## src/rtl/itoa.sv

```systemverilog
// Integer-to-ASCII formatter: signed decimal or unsigned hex, written MSB-first into byte memory.
// Define ITOA_NUL_EN to append a 0x00 terminator after the last digit.
module itoa #(
  parameter int ASZ = 17,
  parameter int DSZ = 32
) (
  input  logic           clk,
  input  logic           rst,
  input  logic           start,
  input  logic           hex,
  input  logic [DSZ-1:0] vi,
  input  logic [ASZ-1:0] dst,
  output logic           bsy,
  output logic           done,
  output logic [5:0]     len,
  output logic           mem_we,
  output logic [ASZ-1:0] mem_a,
  output logic [7:0]     mem_d
);

  // Stack must hold the longest decimal (ceil(DSZ*log10(2))) or hex (DSZ/4) string
  localparam int DDEC  = (DSZ * 30103 + 99999) / 100000;
  localparam int DHEX  = DSZ / 4;
  localparam int DEPTH = (DDEC > DHEX) ? DDEC : DHEX;
  localparam int SPW   = $clog2(DEPTH + 1);
  localparam int CW    = $clog2(DSZ);
  localparam logic [CW-1:0] CLAST = CW'(DSZ - 1);

  typedef enum logic [2:0] {
    IDL,
    CNV,
    SGN,
    OUT,
`ifdef ITOA_NUL_EN
    TRM,
`endif
    FIN
  } state_t;

  state_t state, nxt;

  logic           hexr;
  logic           neg;
  logic [DSZ-1:0] m;
  logic [3:0]     rem;
  logic [CW-1:0]  cnt;
  logic [SPW-1:0] sp;
  logic [5:0]     ndig;
  logic [3:0]     stk [DEPTH];

  logic           sneg;
  logic [4:0]     t;
  logic           ge;
  logic [3:0]     rnext;
  logic [DSZ-1:0] dnext;
  logic [3:0]     top;

  assign sneg = !hex && vi[DSZ-1];

  // Restoring divide by 10: quotient bits shift into m's LSBs while the dividend leaves at the MSB
  assign t     = {rem, m[DSZ-1]};
  assign ge    = (t >= 5'd10);
  assign rnext = ge ? 4'(t - 5'd10) : t[3:0];
  assign dnext = {m[DSZ-2:0], ge};
  assign top   = stk[sp - 1'b1];

  always_ff @(posedge clk) begin
    if (rst) state <= IDL;
    else     state <= nxt;
  end

  always_comb begin
    nxt = state;
    case (state)
      IDL: if (start) nxt = CNV;
      CNV: begin
        if (hexr) begin
          if (m[DSZ-1:4] == '0) nxt = SGN;
        end else if (cnt == CLAST && dnext == '0) begin
          nxt = SGN;
        end
      end
      SGN: nxt = OUT;
      OUT: begin
`ifdef ITOA_NUL_EN
        if (sp == SPW'(1)) nxt = TRM;
`else
        if (sp == SPW'(1)) nxt = FIN;
`endif
      end
`ifdef ITOA_NUL_EN
      TRM: nxt = FIN;
`endif
      FIN: nxt = IDL;
      default: nxt = IDL;
    endcase
  end

  always_comb begin
    bsy    = 1'b0;
    done   = 1'b0;
    mem_we = 1'b0;
    mem_d  = 8'h00;
    case (state)
      CNV: bsy = 1'b1;
      SGN: begin
        bsy    = 1'b1;
        mem_we = neg;
        mem_d  = neg ? 8'h2d : 8'h00;
      end
      OUT: begin
        bsy    = 1'b1;
        mem_we = 1'b1;
        mem_d  = (top < 4'd10) ? (8'h30 + {4'h0, top}) : (8'h57 + {4'h0, top});
      end
`ifdef ITOA_NUL_EN
      TRM: begin
        bsy    = 1'b1;
        mem_we = 1'b1;
      end
`endif
      FIN: done = 1'b1;
      default: ;
    endcase
  end

  always_ff @(posedge clk) begin
    if (rst) begin
      hexr  <= 1'b0;
      neg   <= 1'b0;
      m     <= '0;
      rem   <= '0;
      cnt   <= '0;
      sp    <= '0;
      ndig  <= '0;
      len   <= '0;
      mem_a <= '0;
    end else begin
      case (state)
        IDL: if (start) begin
          hexr  <= hex;
          neg   <= sneg;
          m     <= sneg ? (~vi + 1'b1) : vi;
          mem_a <= dst;
          rem   <= '0;
          cnt   <= '0;
          sp    <= '0;
          ndig  <= '0;
        end
        CNV: begin
          if (hexr) begin
            m    <= m >> 4;
            sp   <= sp + 1'b1;
            ndig <= ndig + 6'd1;
          end else begin
            m <= dnext;
            if (cnt == CLAST) begin
              cnt  <= '0;
              rem  <= '0;
              sp   <= sp + 1'b1;
              ndig <= ndig + 6'd1;
            end else begin
              cnt <= cnt + 1'b1;
              rem <= rnext;
            end
          end
        end
        SGN: if (neg) mem_a <= mem_a + 1'b1;
        OUT: begin
          sp    <= sp - 1'b1;
          mem_a <= mem_a + 1'b1;
          if (sp == SPW'(1)) len <= ndig + {5'd0, neg};
        end
`ifdef ITOA_NUL_EN
        TRM: mem_a <= mem_a + 1'b1;
`endif
        default: ;
      endcase
    end
  end

  // Digit stack carries no reset; sp alone defines which entries are live
  always_ff @(posedge clk) begin
    if (state == CNV) begin
      if (hexr)               stk[sp] <= m[3:0];
      else if (cnt == CLAST)  stk[sp] <= rnext;
    end
  end

endmodule

```

## config.mk

```make
export PLATFORM = sky130hd
export DESIGN_NAME = itoa
export DESIGN_NICKNAME = d
export VERILOG_FILES = /design/src/rtl/itoa.sv
export SDC_FILE = /design/constraint.sdc
export NUM_CORES = 1
export LEC_CHECK = 0
export CORE_MARGIN = 5
export CORE_UTILIZATION = 50
export DETAILED_ROUTE_END_ITERATION = 16
export PLACE_DENSITY = 0.73
export SLEW_MARGIN = 0
export SYNTH_ARGS = -nofsm -noshare
export SYNTH_HDL_FRONTEND = slang
export SYNTH_SLANG_ARGS = --single-unit
```

## constraint.sdc

```tcl
create_clock -name clk -period 4.2 [get_ports clk]
set_clock_uncertainty 0.2 [all_clocks]
set_input_delay 1.26 -clock clk [delete_from_list [all_inputs] [get_ports clk]]
set_output_delay 1.26 -clock clk [all_outputs]
set_load 0.03 [all_outputs]
```

==> flow_summary_export.csv <==
group,metric,value,unit
outcome,status,"finished with violations",
outcome,violations,"negative setup slack",
layout,post-route-util,64.6,%
power_and_ir_drop,total_power,0.00336,W
sta,setup_viol,2,
sta,max_freq,237,MHz
yosys,synthArstFlopShare,0,%
routing,drc,0,
place,place_congestion,0.922,
clocking,cts_tree,"built",
routing,drtPass1Iterations,8,
routing,vias,6212,
die,rows,42,
sta,tns,-0.0250,ns
worst_setup_path,required,2.74,ns
die,start_util,51.3,%
sta,relSlewSlack,19.8,%
yosys,synth_edf_count,40,
global_routing,grt_antenna_before_repair,0,
worst_setup_path,r2r_setup_slack,1.32,ns
sta,fin_ws,-0.0234,ns
global_routing,grt_pass1_vias,6076,
yosys,synthFlopType,"dfxtp_1",
die,core_region_area,13300,sq um
min_path,worstHoldPathType,"flop to flop",
power_and_ir_drop,power_per_cell_area,390,nW/um^2
sta,period_share,101,%
die,die_area,16100,sq um
routing,routed_wl,18.6,mm
die,fp.dieW,127,um
clocking,cts.htree.levels,4,
yosys,syn_area,6850,sq um
clocking,cts_made_buffers,17,
clocking,clk_latency,0.42,ns
routing,drt_iter0_drc,664,
yosys,ys_ff_latch,119,
worst_setup_path,crit_type,"flop to output pin",
yosys,synth_warnings,0,
sta,period_needed,4.22,ns
global_routing,gr-total-overflow,0,
worst_setup_path,worstPathArrival,2.76,ns
clocking,max-clock-path-buffers,2,
layout,syn_to_final_growth,25.9,%
sta,slew_viol_final,0,
yosys,netlist_instances,763,
yosys,yosysSeqAreaShare,40.6,%
layout,layoutNonFillerInstCount,1036,
routing,ant_nets,0,
layout,final_nets,914,
clocking,cts-root-buf,"clkbuf_16",
place,dp.cells,1000,
die,num_io_pins,87,
place,dp_slack,-0.0568,ns
global_routing,grt_pass1_wl,30.5,mm
yosys,ys_types,64,
worst_setup_path,worst_setup_path_start_kind,"flop",
power_and_ir_drop,p_leak,3.03,nW
layout,antennaDiodeCount,0,
sta,rsz0062_at_grt,"yes",
die,die_h,127,um
clocking,cts_num_sinks,119,
routing,wl_per_cell,18.0,um
routing,via_per_inst,6.00,
layout,drive_above_1_share,13.6,%
worst_setup_path,cp_max_fo,8,
global_routing,grt_start_max_net_pins,48,
clocking,path_clk_slew,0.06,ns
sta,worst_pin_slew,1.20,ns
power_and_ir_drop,max-vdd-ir-drop,0.000269,V
job,cap_violations,0,
worst_setup_path,worstSetupEndpointType,"output pin",
place,port_buffers,85,
place,hpwl,13.2,mm
yosys,postSynthAreaPerCell,8.98,sq um
global_routing,track_usage,23.2,%
sta,hold_viol,0,
yosys,syn-num-nets,830,
layer usage:
layer / up-vias / routed length, um / GRT usage, %
met4: 0 / 342 / 7.57
met3: 34 / 980 / 4.59
li1: 3001 / - / -
met5: - / 0 / 0
met2: 215 / 9360 / 40.4
met1: 2962 / 7920 / 29.1
state kept, by name (all words and copies together), names as in the netlist:
signal,flops
cnt,5
hexr,1
len,6
m,32
mem_a,17
ndig,6
neg,1
rem,4
sp,4
state,3
stk,40
kinds of logic (layout without fill, tap and decap cells):
kind of cell    Yosys count  after routing  synth area share (%)
compound gates          197            197                  18.9
xor+xnor                 40             40                  5.22
fa+ha+maj                14             14                  2.56
buf+inv                  59            156                  3.58
flops                   119            119                  40.6
mux                      59             59                  9.73
other cells               1              1                0.0547
simple gates            274            274                  19.4
synth_stat cells (3+ instances only):
library cell | count | area [sq um]
o31ai_1 | 9 | 67.6
mux4_2 | 5 | 113
xnor2_1 | 20 | 175
a22oi_1 | 8 | 60.1
buf_4 | 3 | 22.5
nor3_1 | 23 | 115
ha_1 | 14 | 175
and3_1 | 6 | 37.5
a31oi_1 | 7 | 43.8
and2_1 | 10 | 62.6
a21o_1 | 3 | 22.5
nand2_1 | 76 | 285
o211ai_1 | 12 | 90.1
nor2b_1 | 7 | 43.8
xor2_1 | 19 | 166
mux2i_1 | 47 | 470
nand4_1 | 8 | 50.1
a221oi_1 | 8 | 70.1
buf_2 | 4 | 20.0
o22ai_1 | 8 | 50.1
inv_1 | 9 | 33.8
nor3b_1 | 3 | 22.5
nand2b_1 | 3 | 18.8
nand3_1 | 21 | 105
dfxtp_1 | 79 | 1580
buf_1 | 4 | 15.0
a211oi_1 | 18 | 135
a21oi_1 | 63 | 315
o21ai_0 | 22 | 110
clkbuf_1 | 36 | 135
nor2_1 | 83 | 312
o21ai_1 | 16 | 80.1
nor4_1 | 15 | 93.8
mux2_2 | 5 | 56.3
or3_1 | 4 | 25.0
a311oi_1 | 3 | 26.3
a41oi_1 | 5 | 43.8
edfxtp_1 | 40 | 1200
through the flow:
stage,hold WS (ns),cell area (sq um)
global route,0.306,8630
CTS,0.274,8600
floorplan,0.236,6870
finish,0.277,8630
global placement,0.246,7900
detailed placement,0.266,7900
report_power, final:
group,internal [W],switching (W),total (W)
clock network,0.000995,0.000539,0.00153
logic,0.000237,0.000278,0.000514
registers,0.00124,0.0000700,0.00131
total,0.00248,0.000887,0.00336
timing repair:
item	in CTS	in global routing
resized for setup	16	9
pin swaps	3	3
hold buffers	0	0
setup endpoints to repair	6	6
hold endpoints to repair	0	0
setup buffers	3	1
cell usage in the layout (no fill, tap or decap), drive strengths merged, types with 10 or more instances in the layout:
| cell type | netlist | final |
|---|---|---|
| xor2 | 19 | 19 |
| clkdlybuf4s50 | 0 | 76 |
| clkbuf | 36 | 17 |
| mux2i | 49 | 49 |
| buf | 12 | 37 |
| a211oi | 18 | 18 |
| nand3 | 22 | 22 |
| dfxtp | 79 | 79 |
| nor4 | 18 | 18 |
| nor2 | 85 | 85 |
| o211ai | 12 | 12 |
| ha | 14 | 14 |
| xnor2 | 21 | 21 |
| a21oi | 63 | 63 |
| nand2 | 76 | 76 |
| inv | 11 | 14 |
| edfxtp | 40 | 40 |
| nor3 | 25 | 25 |
| and2 | 10 | 10 |
| o21ai | 38 | 38 |
cell type report:
class	count	area, sq um
clock buffer	17	425
timing repair buffer	113	1050
inverter	11	41.3
sequential	119	2790
tap	176	220
multi-input combinational	585	3900
clock inverter	15	201
fill	1128	4720
final timing paths:
path / depth (start not counted) / from / endpoint
worst max register to register: 7 / state[1]$_SDFFE_PP0P_ / sp[2]$_SDFFE_PP0P_
worst min register to register: 2 / cnt[4]$_SDFFE_PP0P_ / cnt[4]$_SDFFE_PP0P_
worst min-delay path: 2 / cnt[4]$_SDFFE_PP0P_ / cnt[4]$_SDFFE_PP0P_
worst max-delay path: 11 / sp[0]$_SDFFE_PP0P_ / mem_d[0]
critical path: stages (launching register included):
cell and delay, ns:
dfxtp_2 0.34, inv_2 0.06, ha_4 0.33, buf_8 0.15
mux2i_1 0.08, mux4_2 0.45, mux2i_1 0.23, buf_4 0.20
o21ai_2 0.06, xnor2_1 0.11, o21ai_1 0.15, buf_4 0.18
No activity file was read; power rests on OpenSTA's default activity.
